$ cat config.mk
export PLATFORM = sky130hd
export DESIGN_NAME = sar_result_fifo
export DESIGN_NICKNAME = d
export VERILOG_FILES = /design/src/rtl/sar_pkg.sv /design/src/rtl/sar_sync_fifo.sv /design/src/rtl/sar_result_fifo.sv
export SDC_FILE = /design/constraint.sdc
export NUM_CORES = 1
export LEC_CHECK = 0
export ABC_CLOCK_PERIOD_IN_PS = 6000
export CAP_MARGIN = 20
export CORE_UTILIZATION = 55
export DETAILED_ROUTE_END_ITERATION = 10
export PLACE_DENSITY_LB_ADDON = 0.12
export SLEW_MARGIN = 10
export SYNTH_ARGS = -nofsm -noshare
export SYNTH_HDL_FRONTEND = slang
export SYNTH_HIERARCHICAL = 1
export SYNTH_SLANG_ARGS = --single-unit
$ cat constraint.sdc
create_clock -name clk -period 6 [get_ports clk]
set_clock_uncertainty 0.15 [all_clocks]
set_input_delay 0.6 -clock clk [delete_from_list [all_inputs] [get_ports clk]]
set_output_delay 0.6 -clock clk [all_outputs]
set_load 0.02 [all_outputs]
$ cat src/rtl/sar_pkg.sv
// Shared SAR ADC constants and types: code width (also used by the SAR
// controller), default result-FIFO depth and averaging factor.
package sar_pkg;

  localparam int SAR_CODE_W     = 8;
  localparam int SAR_FIFO_DEPTH = 8;
  localparam int SAR_AVG_LOG2   = 2;

  typedef logic [SAR_CODE_W-1:0] sar_code_t;

endpackage

$ cat src/rtl/sar_sync_fifo.sv
// Single-clock FIFO: storage, wrapping pointers, level and full/empty.
// A push while full is ignored unless a pop happens in the same cycle.
module sar_sync_fifo #(
  parameter int W     = 8,
  parameter int DEPTH = 8
) (
  input  logic                     clk,
  input  logic                     rst,
  input  logic                     push,
  input  logic [W-1:0]             wdata,
  input  logic                     pop,
  output logic [W-1:0]             rdata,
  output logic [$clog2(DEPTH):0]   level,
  output logic                     full,
  output logic                     empty
);

  localparam int AW = $clog2(DEPTH);

  logic [W-1:0]  mem [DEPTH];
  logic [AW-1:0] wptr;
  logic [AW-1:0] rptr;
  logic          do_push;
  logic          do_pop;

  assign full    = (level == (AW+1)'(DEPTH));
  assign empty   = (level == '0);
  assign do_pop  = pop & ~empty;
  // When full, a simultaneous pop frees the head slot that wptr points at.
  assign do_push = push & (~full | do_pop);
  assign rdata   = mem[rptr];

  always_ff @(posedge clk) begin
    if (rst) begin
      wptr  <= '0;
      rptr  <= '0;
      level <= '0;
    end else begin
      if (do_push) wptr <= wptr + 1'b1;
      if (do_pop)  rptr <= rptr + 1'b1;
      case ({do_push, do_pop})
        2'b10:   level <= level + 1'b1;
        2'b01:   level <= level - 1'b1;
        default: level <= level;
      endcase
    end
  end

  always_ff @(posedge clk) begin
    if (!rst && do_push) mem[wptr] <= wdata;
  end

endmodule

$ cat src/rtl/sar_result_fifo.sv
// SAR result stage: EOC edge capture, optional decimating averager
// (compiled in with `define SAR_AVG_EN), result FIFO and sticky overflow.
module sar_result_fifo
  import sar_pkg::*;
#(
  parameter int DATA_W   = SAR_CODE_W,
  parameter int DEPTH    = SAR_FIFO_DEPTH,
  parameter int AVG_LOG2 = SAR_AVG_LOG2
) (
  input  logic                   clk,
  input  logic                   rst,
  input  logic                   eoc,
  input  logic [DATA_W-1:0]      code_in,
  output logic                   m_valid,
  input  logic                   m_ready,
  output logic [DATA_W-1:0]      m_data,
  output logic [$clog2(DEPTH):0] level,
  output logic                   overflow,
  input  logic                   clr_ovf
);

  logic              eoc_d;
  logic              sample;
  logic              push_req;
  logic [DATA_W-1:0] push_data;
  logic              pop;
  logic              full;
  logic              empty;
  logic [DATA_W-1:0] rdata;
  logic              drop;

  // eoc_d resets high so an eoc already asserted at reset release is ignored.
  always_ff @(posedge clk) begin
    if (rst) eoc_d <= 1'b1;
    else     eoc_d <= eoc;
  end

  assign sample = eoc & ~eoc_d;

`ifdef SAR_AVG_EN
  localparam int ACC_W = DATA_W + AVG_LOG2;

  logic [ACC_W-1:0]    acc;
  logic [ACC_W-1:0]    sum;
  logic [AVG_LOG2-1:0] cnt;
  logic                last;

  assign sum       = acc + {{AVG_LOG2{1'b0}}, code_in};
  assign last      = (cnt == '1);
  assign push_req  = sample & last;
  assign push_data = sum[ACC_W-1:AVG_LOG2];

  // The averager restarts on the final sample even if the word is dropped.
  always_ff @(posedge clk) begin
    if (rst) begin
      acc <= '0;
      cnt <= '0;
    end else if (sample) begin
      if (last) begin
        acc <= '0;
        cnt <= '0;
      end else begin
        acc <= sum;
        cnt <= cnt + 1'b1;
      end
    end
  end
`else
  assign push_req  = sample;
  assign push_data = code_in;
`endif

  assign pop  = m_valid & m_ready;
  assign drop = push_req & full & ~pop;

  sar_sync_fifo #(
    .W     (DATA_W),
    .DEPTH (DEPTH)
  ) u_fifo (
    .clk   (clk),
    .rst   (rst),
    .push  (push_req),
    .wdata (push_data),
    .pop   (pop),
    .rdata (rdata),
    .level (level),
    .full  (full),
    .empty (empty)
  );

  assign m_valid = ~empty;
  assign m_data  = m_valid ? rdata : '0;

  always_ff @(posedge clk) begin
    if (rst)          overflow <= 1'b0;
    else if (drop)    overflow <= 1'b1;
    else if (clr_ovf) overflow <= 1'b0;
  end

endmodule

# Yosys cells after proc, flatten, opt, wreduce, memory -nomap -nowiden
# Memories as Yosys holds them, arrays and structs flattened. A register that Yosys moved wholly into a read port is not among the register bits.
# Index checks and enable logic that the tools add are counted.
# Widths: inputs -> output; s select.
[word_totals]
regBits = 12
ram_bits = 64
inputBits = 13
elab_cells = 37
mem_count = 1
[mem_list]
columns = ["name", "depth", "width", "rd", "rd_clocked_by_memory_dff", "write_ports", "line_no", "text"]
rows = [
  ["u_fifo.mem", 8, 8, 1, 1, 1, "sar_sync_fifo.sv:20", "logic [W-1:0] mem [DEPTH];"],
]
[classes]
add_sub_neg = 4
eq_ne = 3
mux = 8
bitwise_logic = 11
reduce_logical = 5
[ops]
columns = ["cell", "n"]
rows = [
  ["$mux 8", 1],
  ["$pmux 4 s2", 1],
  ["$add 3x1->3 const B", 2],
  ["$and 1x1->1", 6],
  ["$mux 3", 2],
  ["$add 4x1->4 const B", 1],
  ["$eq 4x4->1 const B", 1],
  ["$logic_not 4->1", 1],
  ["$mux 1", 4],
  ["$not 1->1", 4],
  ["$reduce_bool 2->1", 2],
  ["$sub 4x1->4 const B", 1],
  ["$eq 2x1->1 const B", 1],
  ["$eq 2x2->1 const B", 1],
  ["$logic_and 1x1->1", 1],
  ["$logic_not 1->1", 1],
  ["$or 1x1->1", 1],
]

# Depth between registers and ports, before layout
# Gate-level depths: netlist of run 1.
[logic_depth]
ltp_word = 9
depth_mapped = 13
ltp_nobuf = 11

# Cells and area by module
# Netlist of run 1, hierarchy kept.
[by_module_without_submodules]
columns = ["module", "n_inst", "cells_each", "area_each_um2", "seq_area_each_um2"]
rows = [
  ["sar_sync_fifo", 1, 179, 3170.5, 2182.1],
  ["sar_result_fifo", 1, 18, 167.7, 40.0],
]

# Worst setup path after synthesis of run 1
# No wires, ideal clock.
[synth_timing]
kind = "register to register"
startpoint = "register u_fifo.level[1]"
endpoint = "memory u_fifo.mem[0][0] (enable)"
t_arrival_ns = 2.671
required_ns = 5.455
slack_ns = 2.785
path_stages_with_launch = 9
n_path_buf = 1
path_cell_list = "dfxtp_1 > or3_1 > buf_2 > nor2_1 > nor2b_2 > nand2b_1 > o21ai_2 > or2_2 > nor4_1"
[synth_via]
elab_chain_len = 9
[synth_lines]
columns = ["item", "line_no", "text"]
rows = [
  ["start, declared", "sar_sync_fifo.sv:13", "output logic [$clog2(DEPTH):0] level,"],
  ["start signal, assigned", "sar_sync_fifo.sv:42", "2'b10: level <= level + 1'b1;"],
  ["start signal, assigned", "sar_sync_fifo.sv:43", "2'b01: level <= level - 1'b1;"],
  ["start signal, assigned", "sar_sync_fifo.sv:44", "default: level <= level;"],
  ["$logic_not 4->1", "sar_sync_fifo.sv:27", "assign empty = (level == '0);"],
  ["net empty", "sar_result_fifo.sv:28", "logic empty;"],
  ["$not 1->1", "sar_result_fifo.sv:91", "assign m_valid = ~empty;"],
  ["$and 1x1->1", "sar_result_fifo.sv:73", "assign pop = m_valid & m_ready;"],
  ["net pop", "sar_result_fifo.sv:26", "logic pop;"],
  ["$and 1x1->1", "sar_sync_fifo.sv:28", "assign do_pop = pop & ~empty;"],
  ["$or 1x1->1", "sar_sync_fifo.sv:30", "assign do_push = push & (~full | do_pop);"],
  ["$and 1x1->1", "sar_sync_fifo.sv:30", ""],
  ["$logic_and 1x1->1", "sar_sync_fifo.sv:50", "if (!rst && do_push) mem[wptr] <= wdata;"],
  ["$mux 1", "sar_sync_fifo.sv:50", ""],
  ["$mux 1 (not written as such)", "sar_sync_fifo.sv:50", ""],
  ["end, declared", "sar_sync_fifo.sv:20", ""],
]
# The timed path passes the listed nets, and every way through them passes these cells.

# Worst setup path in the final report of run 1
[layout_timing]
startpoint = "register u_fifo.level[0]"
endpoint = "register u_fifo.level[3]"
[layout_via]
elab_chain_len = 8
[layout_lines]
columns = ["item", "line_no", "text"]
rows = [
  ["$logic_not 4->1 (*)", "sar_sync_fifo.sv:27", ""],
  ["net empty", "sar_result_fifo.sv:28", ""],
  ["$not 1->1 (*)", "sar_result_fifo.sv:91", ""],
  ["$and 1x1->1 (*)", "sar_result_fifo.sv:73", ""],
  ["net pop", "sar_result_fifo.sv:26", ""],
  ["$and 1x1->1 (*)", "sar_sync_fifo.sv:28", ""],
  ["$or 1x1->1", "sar_sync_fifo.sv:30", ""],
  ["$and 1x1->1", "sar_sync_fifo.sv:30", ""],
  ["$eq 2x1->1 / $eq 2x2->1 (equally long branches)", "sar_sync_fifo.sv:41", "case ({do_push, do_pop})"],
  ["$pmux 4 s2 / $reduce_bool 2->1 (equally long branches)", "--", ""],
]
# The timed path passes the listed nets; every way through them passes the cells marked *.
# A chain may end at the register's enable or synchronous reset.

==> impl_metrics.prom, run 1 <==
# TYPE chip_impl_metric gauge
chip_impl_info{name="result_of_the_run",value="finished, final reports clean"} 1
chip_impl_info{name="post-synth-top-area-cell",value="edfxtp_1"} 1
chip_impl_info{name="dominant_combinational_cell_family_by_area_after_synthesis",value="multiplexers"} 1
chip_impl_metric{name="die_w",unit="um"} 79.9
chip_impl_metric{name="yosysSeqAreaShare",unit="%"} 66.6
chip_impl_info{name="crit_slowest_cell",value="nor2_1"} 1
chip_impl_info{name="worstSetupStartpointType",value="flip-flop"} 1
chip_impl_info{name="crit_chain",value="or3_1 -> nor2_1 -> nor2b_2 -> o21ai_2 -> or2_2 -> inv_1 -> ha_1 -> a21oi_1 -> nor4bb_1 -> o21bai_1 -> a31oi_1"} 1
chip_impl_metric{name="routed_wirelength",unit="um"} 5970
chip_impl_metric{name="die-height",unit="um"} 79.9
chip_impl_info{name="timing.rr.end",value="u_fifo/level[3]"} 1
chip_impl_metric{name="synth_nets",unit=""} 215
chip_impl_metric{name="detail_route.vias_per_cell",unit=""} 5.72
chip_impl_info{name="layout_common_cells",value="edfxtp_1 (64), clkdlybuf4s50_1 (26), nor2_1 (16), mux4_2 (16), dfxtp_1 (15)"} 1
chip_impl_metric{name="first_global_vias",unit=""} 1865
chip_impl_metric{name="timing.final.setup_violations",unit=""} 0
chip_impl_metric{name="cts-buffers-inserted",unit=""} 9
chip_impl_metric{name="antenna_found_initial",unit=""} 0
chip_impl_metric{name="max-vdd-ir-drop",unit="mV"} 0.147
chip_impl_metric{name="cellLeakagePower",unit="nW"} 1.27
chip_impl_metric{name="syn2layout_area_growth",unit="%"} 15.4
chip_impl_metric{name="max_cap_violations",unit=""} 0
chip_impl_metric{name="synth_adder_area_share",unit="%"} 2.10
chip_impl_info{name="critPathKind",value="flip-flop to flip-flop"} 1
chip_impl_metric{name="ant_nets",unit=""} 0
chip_impl_metric{name="fin_setup_tns",unit="ns"} 0
chip_impl_info{name="worstReg2RegStart",value="u_fifo/level[0]"} 1
chip_impl_metric{name="initial_core_util",unit="%"} 56.7
chip_impl_metric{name="grt_pass1_wl",unit="um"} 9590
chip_impl_metric{name="post_cts.resized_instances",unit=""} 0
chip_impl_metric{name="n_antenna_cell",unit=""} 0
chip_impl_metric{name="post-route-drc-count",unit=""} 0
chip_impl_metric{name="worst_ep_arrival_time",unit="ns"} 3.69
chip_impl_metric{name="top_level_ports",unit=""} 27
chip_impl_metric{name="htree_levels",unit=""} 3
chip_impl_metric{name="timing.final.max_slew_violations",unit=""} 0
chip_impl_metric{name="die-area",unit="um^2"} 6380
chip_impl_metric{name="wire_per_inst",unit="um"} 19.5
chip_impl_metric{name="drive_gt1_share",unit="%"} 25.4
chip_impl_metric{name="largest_net_degree_at_the_start_of_global_routing",unit=""} 20
chip_impl_metric{name="yosys_warnings",unit=""} 6
chip_impl_metric{name="postSynthCellCount",unit=""} 197
chip_impl_metric{name="yosys.area_share.simple",unit="%"} 8.40
chip_impl_metric{name="timing.final.crit_share",unit="%"} 59.8
chip_impl_metric{name="place_congestion",unit=""} 0.813
chip_impl_metric{name="place.detailed.hpwl",unit="um"} 3940
chip_impl_metric{name="synth-xor-area-share",unit="%"} 1.57
chip_impl_metric{name="later_pin_clock_latency_in_the_skew_report",unit="ns"} 0.34
chip_impl_info{name="rsz0062_at_grt",value="false"} 1
chip_impl_info{name="ys_top_cells_by_area",value="edfxtp_1 (58%), mux4_2 (11%), dfxtp_1 (9.0%), mux2_2 (2.7%), and2b_2 (2.1%)"} 1
chip_impl_metric{name="drt-pass1-iter-count",unit=""} 4
chip_impl_info{name="setup.worst_path.start",value="u_fifo/level[0]"} 1
chip_impl_metric{name="number_of_buffers_between_clock_root_and_the_deepest_sink",unit=""} 2
chip_impl_metric{name="crit_path_max_incr_delay",unit="ns"} 0.69
chip_impl_metric{name="synth_top_area_share",unit="%"} 57.6
chip_impl_info{name="critical_path.endpoint_type",value="flip-flop"} 1
chip_impl_metric{name="slack_of_the_worst_reg_to_reg_path",unit="ns"} 2.41
chip_impl_info{name="min_path_type",value="flip-flop to flip-flop"} 1
chip_impl_info{name="final_common_cell",value="edfxtp_1"} 1
chip_impl_metric{name="cts_num_sinks",unit=""} 79
chip_impl_metric{name="pwr_density_cell",unit="nW/um^2"} 259
chip_impl_metric{name="drt_iter0_markers",unit=""} 131
chip_impl_metric{name="compound_cell_area_share_of_the_yosys_netlist",unit="%"} 4.50
chip_impl_metric{name="post_synth.cell_area_avg",unit="um^2"} 16.9
chip_impl_metric{name="track_usage",unit="%"} 21.8
chip_impl_metric{name="critical_path_required",unit="ns"} 6.10
chip_impl_metric{name="post_synthesis_mux_area_share",unit="%"} 14.4
chip_impl_metric{name="placeableCoreArea",unit="um^2"} 5890
chip_impl_metric{name="critical_path.max_fanout",unit=""} 10
chip_impl_metric{name="layout.cell_area.non_filler",unit="um^2"} 3850
chip_impl_metric{name="worst_slew_pin_slew",unit="ns"} 0.995
chip_impl_metric{name="final-hold-violation-count",unit=""} 0
chip_impl_metric{name="fin_nets",unit=""} 246
chip_impl_info{name="tritoncts_clock_tree",value="yes"} 1
chip_impl_metric{name="post_synthesis_register_bit_count",unit=""} 79
chip_impl_metric{name="timing.fmax",unit="MHz"} 279
chip_impl_metric{name="grt_overflow",unit=""} 0
chip_impl_metric{name="num_vias",unit=""} 1755
chip_impl_info{name="worst_setup_path_endpoint",value="u_fifo/level[3]"} 1
chip_impl_metric{name="clk_pin_slew_worst_paths",unit="ns"} 0.07
chip_impl_metric{name="holdBufCountCts",unit=""} 0
chip_impl_metric{name="synth_cell_types",unit=""} 41
chip_impl_metric{name="fin_crit_period",unit="ns"} 3.59
chip_impl_metric{name="mappedNetlistArea",unit="um^2"} 3340
chip_impl_metric{name="placement_rows",unit=""} 28
chip_impl_metric{name="placement.cell_area",unit="um^2"} 3660
chip_impl_info{name="cts-root-buf",value="clkbuf_8"} 1
chip_impl_metric{name="worstRegToRegCells",unit=""} 11
chip_impl_metric{name="buffer_ports.inserted",unit=""} 26
chip_impl_metric{name="postCtsSetupRepairBufs",unit=""} 0
chip_impl_metric{name="worst_relative_slew_slack",unit="%"} 33.4
sequential cells by signal, summed over array words and instances (netlist names), named ones only:
name	cells
u_fifo/wptr	3
u_fifo/level	4
overflow	1
u_fifo/mem	64
eoc_d	1
u_fifo/rptr	3
final cells by class:
class	instances	area [um^2]
sequential	79	2220
fill	424	2030
multi-input combinational	102	1040
timing repair buffer	30	298
clock buffer	11	131
tap	75	93.8
clock inverter	4	47.5
inverter	6	22.5
worst max-delay path: cells and delay by family, from the launching register on:
family / cells / cell delay, ns
AO/OA/AOI/OAI: 4 / 0.68
adder cells (fa/ha/maj): 1 / 0.31
buffers and inverters: 1 / 0.06
flip-flops: 1 / 0.39
AND/OR/NAND/NOR: 5 / 1.93
per-stage QoR:
step | total power, mW | std cells | setup WS, ns | hold slack, ns | utilization, %
6_report | 0.997 | 307 | 2.41 | 0.380 | 65.5
5_1_grt | 1.03 | 307 | 2.17 | 0.389 | 65.5
2_1_floorplan | 0.626 | 197 | 2.78 | 0.312 | -
3_3_place_gp | 0.646 | 291 | 2.28 | 0.327 | 62.1
3_5_place_dp | 0.648 | 291 | 2.46 | 0.363 | 62.2
4_1_cts | 1.01 | 306 | 2.17 | 0.379 | 65.2
cell usage after synthesis (all sizes together):
cell type and instances:
a211oi 2, a21oi 3, a31oi 1, and2 2, and2b 8, buf 6, clkbuf 4, dfxtp 15
edfxtp 64, fa 1, ha 4, inv 6, mux2 8, mux2i 3, mux4 16, nand2 2
nand2b 4, nand3 2, nand3b 2, nor2 16, nor2b 1, nor3 3, nor4 2, nor4bb 1
o211ai 3, o21ai 2, o21bai 1, o221ai 1, o311a 1, o31ai 1, o41ai 1, or2 3
or3 1, or3b 1, xnor2 3, xor2 3
worst min-delay path by stage:
stage                   startpoint              to  slack [ns]  depth (start not counted)
CTS                 u_fifo/wptr[0]  u_fifo/wptr[0]        0.38                          2
detailed placement  u_fifo/wptr[0]  u_fifo/wptr[0]        0.36                          2
floorplan           u_fifo/wptr[0]  u_fifo/wptr[0]        0.31                          2
finish              u_fifo/wptr[0]  u_fifo/wptr[0]        0.38                          2
global placement    u_fifo/wptr[0]  u_fifo/wptr[0]        0.33                          2
global route        u_fifo/wptr[0]  u_fifo/wptr[0]        0.39                          2
where the power goes:
part           internal, mW  switching (mW)
clock                 0.189           0.173
sequential            0.594         0.00211
combinational        0.0188          0.0209
logic make-up (layout without fill, tap and decap cells):
family	after synthesis	in the layout
simple gates	48	48
xor+xnor	6	6
buf+inv	16	51
flops	79	79
mux	27	27
compound gates	16	16
fa+ha+maj	5	5
per-layer routing:
metal	global-route usage, %	vias to the layer above	part of all wire, %
met5	0	-	0
met4	10.2	0	2.0
met3	5.14	9	3.8
met2	36.5	43	54
met1	26.8	884	41
li1	-	819	-
Note: power is estimated with default switching activity, not from simulation.
==> inputs of run 2 (changes only) <==
Settings changed: ABC_CLOCK_PERIOD_IN_PS 6000 to 3500.
Clock period 6 ns to 3.5 ns, I/O delays scaled along.
==> run 2 against run 1 <==
Effect of this change: clock-buffer cell count shrank 2; critical path depth shrank 7; routed wire length shrank 0.37%; critical path type is now flip-flop to output port; sequential power grew 71%; global-route usage shrank 0.73 points; largest power group unchanged.
==> impl_metrics.prom, run 2 (synthesis gave the netlist of run 1 again) <==
# TYPE chip_impl_metric gauge
chip_impl_metric{name="post_cts.resized_instances",unit=""} 0
chip_impl_metric{name="timing.final.crit_share",unit="%"} 89.3
chip_impl_info{name="crit_chain",value="mux4_2 -> mux2_2 -> and2b_2 -> clkdlybuf4s50_1"} 1
chip_impl_metric{name="track_usage",unit="%"} 21.1
chip_impl_metric{name="first_global_vias",unit=""} 1827
chip_impl_metric{name="fin_nets",unit=""} 254
chip_impl_info{name="result_of_the_run",value="finished, final reports clean"} 1
chip_impl_metric{name="placement_rows",unit=""} 28
chip_impl_metric{name="largest_net_degree_at_the_start_of_global_routing",unit=""} 17
chip_impl_metric{name="crit_path_max_incr_delay",unit="ns"} 0.87
chip_impl_metric{name="worstRegToRegCells",unit=""} 12
chip_impl_info{name="min_path_type",value="flip-flop to flip-flop"} 1
chip_impl_metric{name="cellLeakagePower",unit="nW"} 1.30
chip_impl_metric{name="place_congestion",unit=""} 0.777
chip_impl_metric{name="wire_per_inst",unit="um"} 19.0
chip_impl_metric{name="die-area",unit="um^2"} 6380
chip_impl_metric{name="htree_levels",unit=""} 3
chip_impl_metric{name="path_buf_inv",unit=""} 1
chip_impl_info{name="layout_common_cells",value="edfxtp_1 (64), clkdlybuf4s50_1 (26), nor2_1 (16), mux4_2 (16), dfxtp_1 (15)"} 1
chip_impl_metric{name="clk_pin_slew_worst_paths",unit="ns"} 0.07
chip_impl_metric{name="sw_frac_of_total",unit="%"} 20.7
chip_impl_metric{name="antenna_found_initial",unit=""} 0
chip_impl_metric{name="n_antenna_cell",unit=""} 0
chip_impl_info{name="hold_path_startpoint",value="u_fifo/wptr[0]"} 1
chip_impl_metric{name="placeableCoreArea",unit="um^2"} 5890
chip_impl_metric{name="pwr-share-seq",unit="%"} 62.5
chip_impl_metric{name="holdBufCountCts",unit=""} 0
chip_impl_metric{name="grt_pass1_wl",unit="um"} 9250
chip_impl_metric{name="worst_ep_arrival_time",unit="ns"} 2.63
chip_impl_metric{name="share_comb_of_total_power",unit="%"} 4.3
chip_impl_info{name="biggestRegsByFlops",value="u_fifo/mem: 64 flops, u_fifo/level: 4 flops"} 1
chip_impl_metric{name="fin_hold_ws",unit="ns"} 0.363
chip_impl_metric{name="worst_slew_pin_slew",unit="ns"} 1.02
chip_impl_metric{name="timing.final.max_slew_violations",unit=""} 0
chip_impl_metric{name="place_inst",unit=""} 300
chip_impl_info{name="largest-register",value="u_fifo/mem"} 1
chip_impl_info{name="critical_path.endpoint_type",value="output port"} 1
chip_impl_metric{name="post-route-drc-count",unit=""} 0
chip_impl_metric{name="initial_core_util",unit="%"} 56.7
chip_impl_metric{name="crit_cells",unit=""} 4
chip_impl_metric{name="max-vdd-ir-drop",unit="mV"} 0.289
chip_impl_info{name="rsz0062_at_grt",value="false"} 1
chip_impl_info{name="worstSetupStartpointType",value="flip-flop"} 1
chip_impl_info{name="critPathKind",value="flip-flop to output port"} 1
chip_impl_metric{name="final_core_utilization",unit="%"} 65.8
chip_impl_metric{name="internal_power",unit="mW"} 1.30
chip_impl_metric{name="syn2layout_area_growth",unit="%"} 16.0
chip_impl_metric{name="number_of_buffers_between_clock_root_and_the_deepest_sink",unit=""} 2
chip_impl_metric{name="postCtsSetupRepairBufs",unit=""} 0
chip_impl_metric{name="drive_gt1_share",unit="%"} 28.0
chip_impl_metric{name="final-hold-violation-count",unit=""} 0
chip_impl_metric{name="place.detailed.hpwl",unit="um"} 4050
chip_impl_metric{name="p_clk_share",unit="%"} 33.2
chip_impl_metric{name="die-height",unit="um"} 79.9
chip_impl_metric{name="die_w",unit="um"} 79.9
chip_impl_metric{name="worst_relative_slew_slack",unit="%"} 31.6
chip_impl_info{name="final_common_cell",value="edfxtp_1"} 1
chip_impl_info{name="cts-root-buf",value="clkbuf_8"} 1
chip_impl_metric{name="cts_num_sinks",unit=""} 79
chip_impl_metric{name="fin_cells",unit=""} 314
chip_impl_metric{name="grt_overflow",unit=""} 0
chip_impl_metric{name="critical_path_required",unit="ns"} 3.00
chip_impl_metric{name="detail_route.vias_per_cell",unit=""} 5.73
chip_impl_metric{name="slack_of_the_worst_reg_to_reg_path",unit="ns"} 0.47
chip_impl_metric{name="post-route-worst-setup-slack",unit="ns"} 0.374
chip_impl_metric{name="pwr_density_cell",unit="nW/um^2"} 422
chip_impl_info{name="worst_setup_path_endpoint",value="m_data[2]"} 1
chip_impl_metric{name="num_vias",unit=""} 1799
chip_impl_info{name="worstReg2RegStart",value="u_fifo/level[0]"} 1
chip_impl_info{name="crit_family",value="flip-flops"} 1
chip_impl_metric{name="timing.final.setup_violations",unit=""} 0
chip_impl_metric{name="critical_path.max_fanout",unit=""} 16
chip_impl_metric{name="drt_iter0_markers",unit=""} 131
chip_impl_metric{name="drt-pass1-iter-count",unit=""} 4
chip_impl_metric{name="max_cap_violations",unit=""} 0
chip_impl_metric{name="timing.fmax",unit="MHz"} 320
chip_impl_metric{name="preCtsSetupSlack",unit="ns"} 0.517
chip_impl_metric{name="buffer_ports.inserted",unit=""} 26
chip_impl_info{name="timing.rr.end",value="u_fifo/level[3]"} 1
chip_impl_metric{name="p_switching",unit="mW"} 0.338
chip_impl_metric{name="later_pin_clock_latency_in_the_skew_report",unit="ns"} 0.34
chip_impl_metric{name="routed_wirelength",unit="um"} 5950
chip_impl_info{name="crit_slowest_cell",value="dfxtp_1"} 1
chip_impl_metric{name="fin_crit_period",unit="ns"} 3.13
chip_impl_metric{name="ant_nets",unit=""} 0
chip_impl_metric{name="top_level_ports",unit=""} 27
chip_impl_metric{name="cts-buffers-inserted",unit=""} 9
chip_impl_info{name="tritoncts_clock_tree",value="yes"} 1
chip_impl_metric{name="fin_setup_tns",unit="ns"} 0
chip_impl_metric{name="largest_register_ffs",unit=""} 64
## run 2: changes by cell type in the layout (fill, tap and decap cells not counted)
| cell | before | now |
|---|---|---|
| clkbuf_1 | 2 | 0 |
| buf_4 | 3 | 12 |
| buf_8 | 1 | 0 |
| bufinv_16 | 1 | 0 |
| clkinv_2 | 1 | 3 |
| nor3_1 | 2 | 3 |
| nor3_2 | 1 | 0 |
## run 2: cell type report
cell class              instances  area, um^2
repair buffers                 38         350
flip-flops and latches         79        2220
multi-input cells             102        1030
clock buffers                   9         124
inverters                       6        22.5
well taps                      75        93.8
clock inverters                 5        27.5
fillers                       418        2010
## run 2: through the flow
step | cell area [um^2] | power, mW
after floorplan | 3340 | 1.07
after global placement | 3720 | 1.11
after detailed placement | 3720 | 1.11
after CTS | 3870 | 1.65
after global routing | 3870 | 1.70
final | 3870 | 1.63
## run 2: worst register-to-register path: stages, from the launching register on
cell and delay (ns):
dfxtp_1 0.40, or3_1 0.51, nor2_1 0.19, nor2b_2 0.06, buf_4 0.16, o21ai_2 0.10
or2_2 0.18, inv_1 0.06, ha_1 0.32, a21oi_1 0.31, and2_1 0.20, o221ai_1 0.14
a31oi_1 0.19
## run 2: power groups by stage
stage          clock (mW)  combinational [mW]  sequential, mW
6_report            0.543              0.0706            1.02
5_1_grt             0.600              0.0765            1.02
4_1_cts             0.559              0.0710            1.02
3_5_place_dp            0              0.0709            1.04
3_3_place_gp            0              0.0687            1.04
2_1_floorplan           0              0.0321            1.04
## run 2: metal layers
metal	wire length (um)	vias to the layer above	GRT usage, %
met3	263	8	5.26
met5	0	-	0
met1	2540	913	26.4
met4	57	0	9.46
li1	-	832	-
met2	3090	46	34.6
## run 2: worst min-delay path by stage
stage / end / slack, ns / cells after the start
4_1_cts: u_fifo/wptr[0] / 0.36 / 2
6_report: u_fifo/wptr[0] / 0.36 / 2
3_3_place_gp: u_fifo/wptr[0] / 0.32 / 2
5_1_grt: u_fifo/wptr[0] / 0.38 / 2
2_1_floorplan: u_fifo/level[1] / 0.27 / 1
3_5_place_dp: u_fifo/wptr[0] / 0.35 / 2
==> inputs of run 3 (changes only) <==
Settings changed: MAX_ROUTING_LAYER from default to met4.
==> run 3 against run 2 <==
Effect of this change: non-clock buffer count did not move; worst hold slack improved by 0.0012 ns; total power fell by 0.17%; die area did not move; setup slack improved by 0.00078 ns; maximum frequency barely moved; clock-buffer cell count did not move; utilization did not move; global-route usage rose by 0.78 points; final area did not move; first-iteration DRC count rose by 11%; routed wire length barely moved; critical endpoint is now m_data[4]; largest power group unchanged.
==> impl_metrics.prom, run 3 (synthesis gave the netlist of run 1 again) <==
# TYPE chip_impl_metric gauge
chip_impl_info{name="result_of_the_run",value="finished, final reports clean"} 1
chip_impl_metric{name="placeableCoreArea",unit="um^2"} 5890
chip_impl_metric{name="layout_fillers",unit=""} 418
chip_impl_metric{name="timing.final.max_slew_violations",unit=""} 0
chip_impl_metric{name="p_switching",unit="mW"} 0.335
chip_impl_metric{name="n_antenna_cell",unit=""} 0
chip_impl_metric{name="pwr_density_cell",unit="nW/um^2"} 421
chip_impl_metric{name="syn2layout_area_growth",unit="%"} 16.0
chip_impl_metric{name="fin_crit_period",unit="ns"} 3.13
chip_impl_metric{name="share_comb_of_total_power",unit="%"} 4.3
chip_impl_info{name="critical_path.endpoint_type",value="output port"} 1
chip_impl_metric{name="largest_register_ffs",unit=""} 64
chip_impl_metric{name="drt-pass1-iter-count",unit=""} 4
chip_impl_metric{name="fin_hold_ws",unit="ns"} 0.364
chip_impl_metric{name="preCtsSetupSlack",unit="ns"} 0.517
chip_impl_metric{name="worst_slew_pin_slew",unit="ns"} 1.01
chip_impl_metric{name="routed_wirelength",unit="um"} 5950
chip_impl_metric{name="htree_levels",unit=""} 3
chip_impl_metric{name="internal_power",unit="mW"} 1.30
chip_impl_metric{name="fin_cells",unit=""} 314
chip_impl_metric{name="drive_gt1_share",unit="%"} 28.0
chip_impl_metric{name="grt_pass1_wl",unit="um"} 9290
chip_impl_metric{name="post-route-worst-setup-slack",unit="ns"} 0.375
chip_impl_metric{name="timing.final.crit_share",unit="%"} 89.3
chip_impl_metric{name="crit_path_max_incr_delay",unit="ns"} 0.87
chip_impl_metric{name="buffer_ports.inserted",unit=""} 26
chip_impl_metric{name="post_cts.resized_instances",unit=""} 0
chip_impl_metric{name="grt_overflow",unit=""} 0
chip_impl_info{name="rsz0062_at_grt",value="false"} 1
chip_impl_info{name="crit_chain",value="mux4_2 -> mux2_2 -> and2b_2 -> clkdlybuf4s50_1"} 1
chip_impl_metric{name="number_of_buffers_between_clock_root_and_the_deepest_sink",unit=""} 2
chip_impl_metric{name="postCtsSetupRepairBufs",unit=""} 0
chip_impl_metric{name="die-area",unit="um^2"} 6380
chip_impl_metric{name="seqCellArea",unit="um^2"} 2220
chip_impl_metric{name="first_global_vias",unit=""} 1827
chip_impl_metric{name="clk_pin_slew_worst_paths",unit="ns"} 0.07
chip_impl_metric{name="final-hold-violation-count",unit=""} 0
chip_impl_metric{name="cts-buffers-inserted",unit=""} 9
chip_impl_metric{name="max_cap_violations",unit=""} 0
chip_impl_metric{name="pwr-share-seq",unit="%"} 62.6
chip_impl_metric{name="fin_nets",unit=""} 254
chip_impl_info{name="biggestRegsByFlops",value="u_fifo/mem: 64 flops, u_fifo/level: 4 flops"} 1
chip_impl_info{name="final_common_cell",value="edfxtp_1"} 1
chip_impl_metric{name="final_core_utilization",unit="%"} 65.8
chip_impl_info{name="tritoncts_clock_tree",value="yes"} 1
chip_impl_metric{name="place_congestion",unit=""} 0.787
chip_impl_metric{name="cts_num_sinks",unit=""} 79
chip_impl_info{name="largest-register",value="u_fifo/mem"} 1
chip_impl_metric{name="fin_setup_tns",unit="ns"} 0
chip_impl_metric{name="worst_ep_arrival_time",unit="ns"} 2.63
chip_impl_metric{name="worst_relative_slew_slack",unit="%"} 32.3
chip_impl_metric{name="max-vdd-ir-drop",unit="mV"} 0.288
chip_impl_metric{name="die-height",unit="um"} 79.9
chip_impl_info{name="min_path_type",value="flip-flop to flip-flop"} 1
chip_impl_info{name="critPathKind",value="flip-flop to output port"} 1
chip_impl_metric{name="antenna_found_initial",unit=""} 0
chip_impl_metric{name="detail_route.vias_per_cell",unit=""} 5.72
chip_impl_metric{name="p_clk_share",unit="%"} 33.1
chip_impl_metric{name="place.detailed.hpwl",unit="um"} 4050
chip_impl_metric{name="critical_path_required",unit="ns"} 3.00
chip_impl_metric{name="holdBufCountCts",unit=""} 0
chip_impl_metric{name="timing.fmax",unit="MHz"} 320
chip_impl_metric{name="place_inst",unit=""} 300
chip_impl_info{name="worstSetupStartpointType",value="flip-flop"} 1
chip_impl_metric{name="die_w",unit="um"} 79.9
chip_impl_metric{name="num_vias",unit=""} 1795
chip_impl_metric{name="initial_core_util",unit="%"} 56.7
chip_impl_metric{name="post-route-drc-count",unit=""} 0
chip_impl_metric{name="wire_per_inst",unit="um"} 18.9
chip_impl_info{name="layout_common_cells",value="edfxtp_1 (64), clkdlybuf4s50_1 (26), nor2_1 (16), mux4_2 (16), dfxtp_1 (15)"} 1
chip_impl_metric{name="sw_frac_of_total",unit="%"} 20.6
chip_impl_metric{name="multi_input_comb_area",unit="um^2"} 1030
chip_impl_metric{name="cellLeakagePower",unit="nW"} 1.30
chip_impl_info{name="crit_slowest_cell",value="dfxtp_1"} 1
chip_impl_metric{name="largest_net_degree_at_the_start_of_global_routing",unit=""} 17
chip_impl_metric{name="top_level_ports",unit=""} 27
chip_impl_info{name="cts-root-buf",value="clkbuf_8"} 1
chip_impl_metric{name="critical_path.max_fanout",unit=""} 16
chip_impl_metric{name="later_pin_clock_latency_in_the_skew_report",unit="ns"} 0.33
chip_impl_metric{name="placement_rows",unit=""} 28
chip_impl_metric{name="track_usage",unit="%"} 21.9
chip_impl_metric{name="drt_iter0_markers",unit=""} 145
chip_impl_metric{name="ant_nets",unit=""} 0
chip_impl_metric{name="timing.final.setup_violations",unit=""} 0
run 3: cell counts in the layout (fill, tap and decap cells not counted):
Identical to the previous run, type by type.
run 3: power by group through the flow:
| stage | clock [mW] | sequential (mW) | combinational (mW) |
|---|---|---|---|
| after floorplan | 0 | 1.04 | 0.0321 |
| after global placement | 0 | 1.04 | 0.0687 |
| after detailed placement | 0 | 1.04 | 0.0709 |
| after CTS | 0.559 | 1.02 | 0.0710 |
| after global routing | 0.603 | 1.02 | 0.0766 |
| final | 0.540 | 1.02 | 0.0704 |
run 3: cell type report:
cell class              count  share of cell area [%]
inverters                   6                   0.581
well taps                  75                    2.42
repair buffers             38                    9.04
multi-input cells         102                    26.7
clock inverters             5                   0.711
clock buffers               9                    3.20
flip-flops and latches     79                    57.4
run 3: metrics by stage:
stage	cell area, um^2	total power [mW]
final	3870	1.63
after global routing	3870	1.70
after CTS	3870	1.65
after detailed placement	3720	1.11
after global placement	3720	1.11
after floorplan	3340	1.07
run 3: path summary, 6_finish.rpt:
| kind | startpoint | slack, ns | end | depth (start not counted) |
|---|---|---|---|---|
| hold reg to reg | u_fifo/wptr[0] | 0.36 | u_fifo/wptr[0] | 2 |
| setup / recovery | flip-flop | 0.37 | m_data[4] | 4 |
| hold / removal | u_fifo/wptr[0] | 0.36 | u_fifo/wptr[0] | 2 |
| setup reg to reg | u_fifo/level[0] | 0.47 | u_fifo/level[3] | 12 |
run 3: metal layers:
layer  track usage [%]  vias up  wire, um
met5                 -        -         0
met3              6.63        8       303
li1                  -      833         -
met1              26.5      902      2480
met2              34.6       52      3100
met4              8.39        0        71
run 3: worst max-delay path, delay by kind of cell (launching register included):
family | cells | cell delay (ns)
buffers and inverters | 1 | 0.53
flip-flops | 1 | 0.87
multiplexers | 2 | 0.70
AND/OR/NAND/NOR | 1 | 0.18
